`config.mk`:
```
export PLATFORM = sky130hd
export DESIGN_NAME = demux_dispatch_ctrl
export DESIGN_NICKNAME = d
export VERILOG_FILES = /design/src/rtl/demux_pkg.sv /design/src/rtl/dispatch_wait_timer.sv /design/src/rtl/demux_dispatch_ctrl.sv
export SDC_FILE = /design/constraint.sdc
export NUM_CORES = 1
export LEC_CHECK = 0
export CAP_MARGIN = 20
export CORE_MARGIN = 10
export CORE_UTILIZATION = 36
export CTS_CLUSTER_DIAMETER = 100
export DETAILED_ROUTE_END_ITERATION = 6
export GPL_TIMING_DRIVEN = 0
export HOLD_SLACK_MARGIN = 0.08
export SYNTH_ARGS = -nofsm -noshare
export SYNTH_HDL_FRONTEND = slang
export SYNTH_HIERARCHICAL = 1
export SYNTH_SLANG_ARGS = --single-unit
```
`constraint.sdc`:
```
create_clock -name clk -period 5 [get_ports clk]
set_input_delay 1 -clock clk [delete_from_list [all_inputs] [get_ports clk]]
set_output_delay 1 -clock clk [all_outputs]
set_load 0.02 [all_outputs]
```
`src/rtl/demux_pkg.sv`:
```
// Shared definitions for the 1-to-8 demux dispatch controller.
package demux_pkg;

    localparam int NUM_CH = 8;
    localparam int SEL_W  = 3;

    typedef enum logic {
        ST_IDLE = 1'b0,
        ST_SEND = 1'b1
    } state_e;

    localparam logic MODE_ADDR = 1'b0;
    localparam logic MODE_RR   = 1'b1;

    function automatic logic [NUM_CH-1:0] onehot_sel(input logic [SEL_W-1:0] s);
        return {{(NUM_CH-1){1'b0}}, 1'b1} << s;
    endfunction

endpackage

```
`src/rtl/dispatch_wait_timer.sv`:
```
// Counts stalled round-robin cycles; expire pulses on the last tolerated cycle.
module dispatch_wait_timer #(
    parameter int TIMEOUT = 16
) (
    input  logic clk,
    input  logic rst,
    input  logic clr,
    input  logic en,
    output logic expire
);

    localparam int          CW      = (TIMEOUT > 1) ? $clog2(TIMEOUT) : 1;
    localparam logic        ENABLED = (TIMEOUT > 0);
    // Truncation for TIMEOUT==0 is harmless: expire is gated by ENABLED.
    localparam logic [CW-1:0] LAST  = CW'(TIMEOUT - 1);

    logic [CW-1:0] wait_cnt_q;
    logic [CW-1:0] wait_cnt_d;

    assign expire = ENABLED & en & (wait_cnt_q == LAST);

    // Next wait count: restart on clear or expiry, advance while stalled.
    always_comb begin
        wait_cnt_d = wait_cnt_q;
        if (clr || expire) begin
            wait_cnt_d = {CW{1'b0}};
        end else if (en && ENABLED) begin
            wait_cnt_d = wait_cnt_q + {{(CW-1){1'b0}}, 1'b1};
        end else begin
            wait_cnt_d = wait_cnt_q;
        end
    end

    // Wait count register.
    always_ff @(posedge clk or posedge rst) begin
        if (rst) begin
            wait_cnt_q <= {CW{1'b0}};
        end else begin
            wait_cnt_q <= wait_cnt_d;
        end
    end

endmodule

```
`src/rtl/demux_dispatch_ctrl.sv`:
```
// One-entry dispatch controller steering items to 8 channels, addressed or round-robin,
// with skip-on-stall in round-robin mode.
module demux_dispatch_ctrl
    import demux_pkg::*;
#(
    parameter int DATA_W  = 8,
    parameter int TIMEOUT = 16,
    parameter int CNT_W   = 16
) (
    input  logic              clk,
    input  logic              rst,
    input  logic              mode,
    input  logic              in_valid,
    input  logic [DATA_W-1:0] in_data,
    input  logic [SEL_W-1:0]  in_dest,
    output logic              in_ready,
    output logic [NUM_CH-1:0] out_valid,
    input  logic [NUM_CH-1:0] out_ready,
    output logic [DATA_W-1:0] out_data,
    output logic [SEL_W-1:0]  sel,
    output logic              busy,
    output logic [CNT_W-1:0]  dispatch_cnt
);

    state_e            state_q, state_d;
    logic [SEL_W-1:0]  sel_q, sel_d;
    logic [SEL_W-1:0]  rr_ptr_q, rr_ptr_d;
    logic [DATA_W-1:0] data_q, data_d;
    logic              mode_q, mode_d;
    logic [CNT_W-1:0]  cnt_q, cnt_d;

    logic              dispatch_s;
    logic              accept_s;
    logic              stall_rr_s;
    logic              expire_s;
    logic [SEL_W-1:0]  sel_inc_s;

    assign dispatch_s = (state_q == ST_SEND) & out_ready[sel_q];
    assign in_ready   = (state_q == ST_IDLE) | dispatch_s;
    assign accept_s   = in_valid & in_ready;
    assign sel_inc_s  = sel_q + 3'd1;
    assign stall_rr_s = (state_q == ST_SEND) & (mode_q == MODE_RR) & ~dispatch_s;

    // Any cycle that is not a round-robin stall keeps the timer at zero.
    dispatch_wait_timer #(
        .TIMEOUT (TIMEOUT)
    ) u_wait_timer (
        .clk    (clk),
        .rst    (rst),
        .clr    (~stall_rr_s),
        .en     (stall_rr_s),
        .expire (expire_s)
    );

    // Next-state: dispatch/skip first, then a same-cycle accept overrides the slot.
    always_comb begin
        state_d  = state_q;
        sel_d    = sel_q;
        rr_ptr_d = rr_ptr_q;
        data_d   = data_q;
        mode_d   = mode_q;
        cnt_d    = cnt_q;
        if (dispatch_s) begin
            cnt_d   = cnt_q + {{(CNT_W-1){1'b0}}, 1'b1};
            state_d = ST_IDLE;
            if (mode_q == MODE_RR) begin
                rr_ptr_d = sel_inc_s;
            end else begin
                rr_ptr_d = rr_ptr_q;
            end
        end else if (expire_s) begin
            sel_d    = sel_inc_s;
            rr_ptr_d = sel_inc_s;
        end else begin
            state_d = state_q;
        end
        if (accept_s) begin
            data_d  = in_data;
            mode_d  = mode;
            sel_d   = (mode == MODE_RR) ? rr_ptr_d : in_dest;
            state_d = ST_SEND;
        end else begin
            mode_d = mode_q;
        end
    end

    // Controller state registers.
    always_ff @(posedge clk or posedge rst) begin
        if (rst) begin
            state_q  <= ST_IDLE;
            sel_q    <= {SEL_W{1'b0}};
            rr_ptr_q <= {SEL_W{1'b0}};
            data_q   <= {DATA_W{1'b0}};
            mode_q   <= MODE_ADDR;
            cnt_q    <= {CNT_W{1'b0}};
        end else begin
            state_q  <= state_d;
            sel_q    <= sel_d;
            rr_ptr_q <= rr_ptr_d;
            data_q   <= data_d;
            mode_q   <= mode_d;
            cnt_q    <= cnt_d;
        end
    end

    assign out_valid    = (state_q == ST_SEND) ? onehot_sel(sel_q) : {NUM_CH{1'b0}};
    assign out_data     = data_q;
    assign sel          = sel_q;
    assign busy         = (state_q == ST_SEND);
    assign dispatch_cnt = cnt_q;

endmodule

```
==> run summary <==
The number of antenna diodes in the final layout is 0. 60 I/O pins were placed. The detailed-placement wirelength estimate came out at 3950 µm. The floorplan die height came out at 96 µm. The area of the mapped netlist is 2080 µm². The layout filler cell count is 533. The power density over the cells came out at 539 nW/µm². The effective utilization at floorplan came out at 37.5%. The critical path contains buffers and inverters numbering 3 combined.

The switching component of the power came out at 639 µW. After detailed routing, the average wire length per cell comes to 15.1 µm. The instance area at placement is 2790 µm². From synthesis to final layout, the design area changed by 38.4%. The largest stage delay on the critical path is 0.60 ns.

Setup repair after global routing left no endpoint under its margin. The number of pins with negative max-slew slack in the final report came to 0. The final hold violation count is 0. Among the stages of the critical path, the cell type that occurs most often is sky130_fd_sc_hd__inv_1.

The combinational power share is 55.6%. The critical path arrival came out at 3.95 ns. Final hold analysis gives a worst-case slack of 0.472 ns.

After floorplanning, the core was sized to cover 5540 µm². The largest net degree at the start of global routing came out at 19. The post-route DRC violation count came out at 0. STA classifies the critical path endpoint as a register. Dividing the detail-routed via count by the number of cells gives 5.06.

The critical path goes through clkdlybuf4s50_1 -> mux2_4 -> o22ai_4 -> o21ai_4 -> or2_2 -> inv_1 -> inv_1 -> nor2_1 -> nor2b_1 -> a2111oi_0 -> o22ai_1. Data on the critical path is required at its endpoint by 5.14 ns. Per report_power, the clock group accounts for 13.6% of the total. The worst setup slack before clock tree synthesis is 0.913 ns. The clock tree root driver cell is sky130_fd_sc_hd__clkbuf_8. The worst min-delay path category is register to register. The number of clock sinks is 36.

The highest-delay cell along the critical path is sky130_fd_sc_hd__a2111oi_0. For this run, the total global-route usage over all layers was measured as 11.5%. Clock skew on the completed layout was measured at 0.00321 ns. The predominant post-synthesis flop cell is sky130_fd_sc_hd__dfrtp_1. The smallest setup slack after layout is 1.19 ns. The headroom to the max-slew limit is 52.9%. The largest fanout of any net on the critical path is 8. The proportion of layout cells with a drive suffix above 1 came out at 13.5%. The worst-case vdd ir drop came out at 306 µV. The async set or reset register ratio after synthesis came out at 100%. The reported max-cap violation count is 0.

Yosys printed 6 warnings. The total number of placement rows came out at 27. The number of antenna violations at the first check in global routing came to 0. The commonest non-fill, non-tap cell in the layout is sky130_fd_sc_hd__clkdlybuf4s50_1. The number of buffers inserted during clock tree synthesis came out at 5.

Dividing the synthesized area by the synthesized cell count gives 10.9 µm². The register bit count reported by yosys came out at 36. After layout, the worst path uses 76.1% of the clock period.

The final global-route overflow total came out at 0. The clock-pin slew reported for the worst setup and hold paths after clock tree synthesis is 0.07 ns. The run finished with clean final reports. The post-synthesis cell count is 191. The TritonCTS clock tree is yes. The net count of the mapped netlist came out at 222. The largest delay contributor family on the critical path is compound AO/OA/AOI/OAI gates. The quantity of hold-fixing buffers added after cts is 0. The final estimated routing congestion in global placement is 0.828.

The setup path with the least slack is of type input port to register. The final total negative setup slack is 0 ns. The slew at the pin with the worst max-slew slack is 0.706 ns. The switching share of power came out at 41.2%. The top cell types in the final layout, fill and taps aside, are sky130_fd_sc_hd__clkdlybuf4s50_1 (59), sky130_fd_sc_hd__dfrtp_1 (36), sky130_fd_sc_hd__nand2_1 (14). STA classifies the critical path startpoint as an input port. The first global-routing pass estimated 8490 µm of wire. The via count of the first global-routing pass is 1760.

The number of nets in the finished design came out at 289. The violation count after the first detailed-route iteration is 90. The design area is 2880 µm². The number of buffers on the longest clock path came out at 2. The count of distinct cell types in the synthesized netlist came out at 43. Setup violations remaining at the end of the flow were counted as 0.

The cell internal power dissipation came out at 913 µW. Wires add up to 5010 µm. The die covers 9220 µm². The first-pass iteration count of the detailed router is 4.

The port buffer count is 59. From left edge to right edge, the die measures 96 µm. The relative contribution of sequential cells to total power is 30.8%.

The quantity of gates resized following cts came out at 0. For the finished layout, the period the worst path requires is 3.81 ns. The clock insertion delay at the later pin of the skew report came out at 0.28 ns.

The H-tree depth came out at 2. The post-CTS setup buffer count is 0. The post-synthesis sequential area ratio came out at 43.3%. The routed layout has 1675 vias. The leakage power summed over all cells is 0.00123 µW.

The antenna violation net count after detailed routing is 0. Counting flops with a built-in enable in the synthesized netlist gives 0. For this run, the top clock speed supported by timing is 263 MHz.
-- layout make-up --
class                      count  area, µm²  share of cell area, %
sequential                    36        901                   31.3
clock buffer                   8       90.1                   3.13
inverter                      13       48.8                   1.70
multi-input combinational    139       1100                   38.3
buffer                         3       26.3                  0.913
tap                           72       90.1                   3.13
timing repair buffer          60        618                   21.5
-- cell usage after synthesis (all sizes together), types with 2 or more instances --
cell     instances  share of area [%]
a2111oi          4                1.7
a211o            2               0.84
a21oi            4               0.96
a31oi            4                1.9
and2             3                1.0
and3             7                2.1
buf              2                1.1
dfrtp           36                 43
ha               8                4.8
inv             13                2.3
mux2            14                9.2
nand2           14                2.5
nand2b           4                1.2
nand3            9                2.2
nand4            6                2.1
nor2             6                1.1
nor2b            2               0.60
nor3             9                2.4
o211ai           3                1.1
o21ai            3                1.3
o22a             4                1.8
o22ai            5                2.8
or2              3               0.90
xnor2            8                3.4
xor2             9                3.8
-- cells by family (layout without fill, tap and decap cells) --
| family | count (synthesis) | in the layout | synth area share (%) |
|---|---|---|---|
| and+or+nand+nor | 68 | 68 | 18.2 |
| DFF | 36 | 36 | 43.3 |
| AOI/OAI and AO/OA | 31 | 31 | 13.2 |
| xor gates and xnor gates | 17 | 17 | 7.16 |
| buffers and inverters | 16 | 84 | 3.61 |
| muxes | 15 | 15 | 9.69 |
| adders and majority gates | 8 | 8 | 4.81 |
-- per-stage QoR --
step | cells | power (µW) | util [%]
2_1_floorplan | 191 | 1020 | -
3_3_place_gp | 322 | 1350 | 49.8
6_report | 331 | 1550 | 51.9
5_1_grt | 331 | 1670 | 51.9
3_5_place_dp | 323 | 1350 | 50.3
4_1_cts | 331 | 1570 | 51.9
-- state kept, by name, summed over array words and instances (netlist names) --
| register | cells |
|---|---|
| out_data | 8 |
| sel | 3 |
| busy | 1 |
| dispatch_cnt | 16 |
| u_wait_timer/wait_cnt_q | 4 |
| rr_ptr_q | 3 |
| mode_q | 1 |
-- layer usage --
metal	up-vias	part of all wire (%)	wire [µm]	global-route usage [%]
met2	41	48	2410	19.1
met3	6	6.5	324	3.50
li1	824	-	-	-
met4	0	1.2	60	3.81
met1	804	44	2210	13.9
met5	-	0	0	0
-- power by group through the flow --
stage / logic (µW) / clock network (µW) / registers [µW]
2_1_floorplan: 472 / 0 / 552
3_3_place_gp: 867 / 0 / 482
3_5_place_dp: 874 / 0 / 481
4_1_cts: 876 / 221 / 478
5_1_grt: 945 / 231 / 494
6_report: 863 / 211 / 478
-- worst paths after layout --
path | start | end | slack (ns) | depth (start not counted)
setup / recovery | out_ready[4] | sel[1]$_DFFE_PP0P_ | 1.19 | 11
hold / removal | dispatch_cnt[15]$_DFFE_PP0N_ | dispatch_cnt[15]$_DFFE_PP0N_ | 0.47 | 1
setup reg to reg | sel[0]$_DFFE_PP0P_ | sel[1]$_DFFE_PP0P_ | 1.70 | 11
hold reg to reg | dispatch_cnt[15]$_DFFE_PP0N_ | dispatch_cnt[15]$_DFFE_PP0N_ | 0.47 | 1
max in group asynchronous | rst | out_data[6]$_DFFE_PP0P_ | 3.31 | 3
min in group asynchronous | rst | u_wait_timer/wait_cnt_q[0]$_DFFE_PP0P_ | 0.93 | 2
-- worst reg2reg max path, delay by kind of cell (launching register included) --
| family | cells | cell delay (ns) |
|---|---|---|
| and+or+nand+nor | 3 | 0.82 |
| buffers and inverters | 3 | 0.38 |
| DFF | 1 | 0.42 |
| muxes | 1 | 0.32 |
| AOI/OAI and AO/OA | 4 | 1.22 |
(Power assumes the default switching activity.)
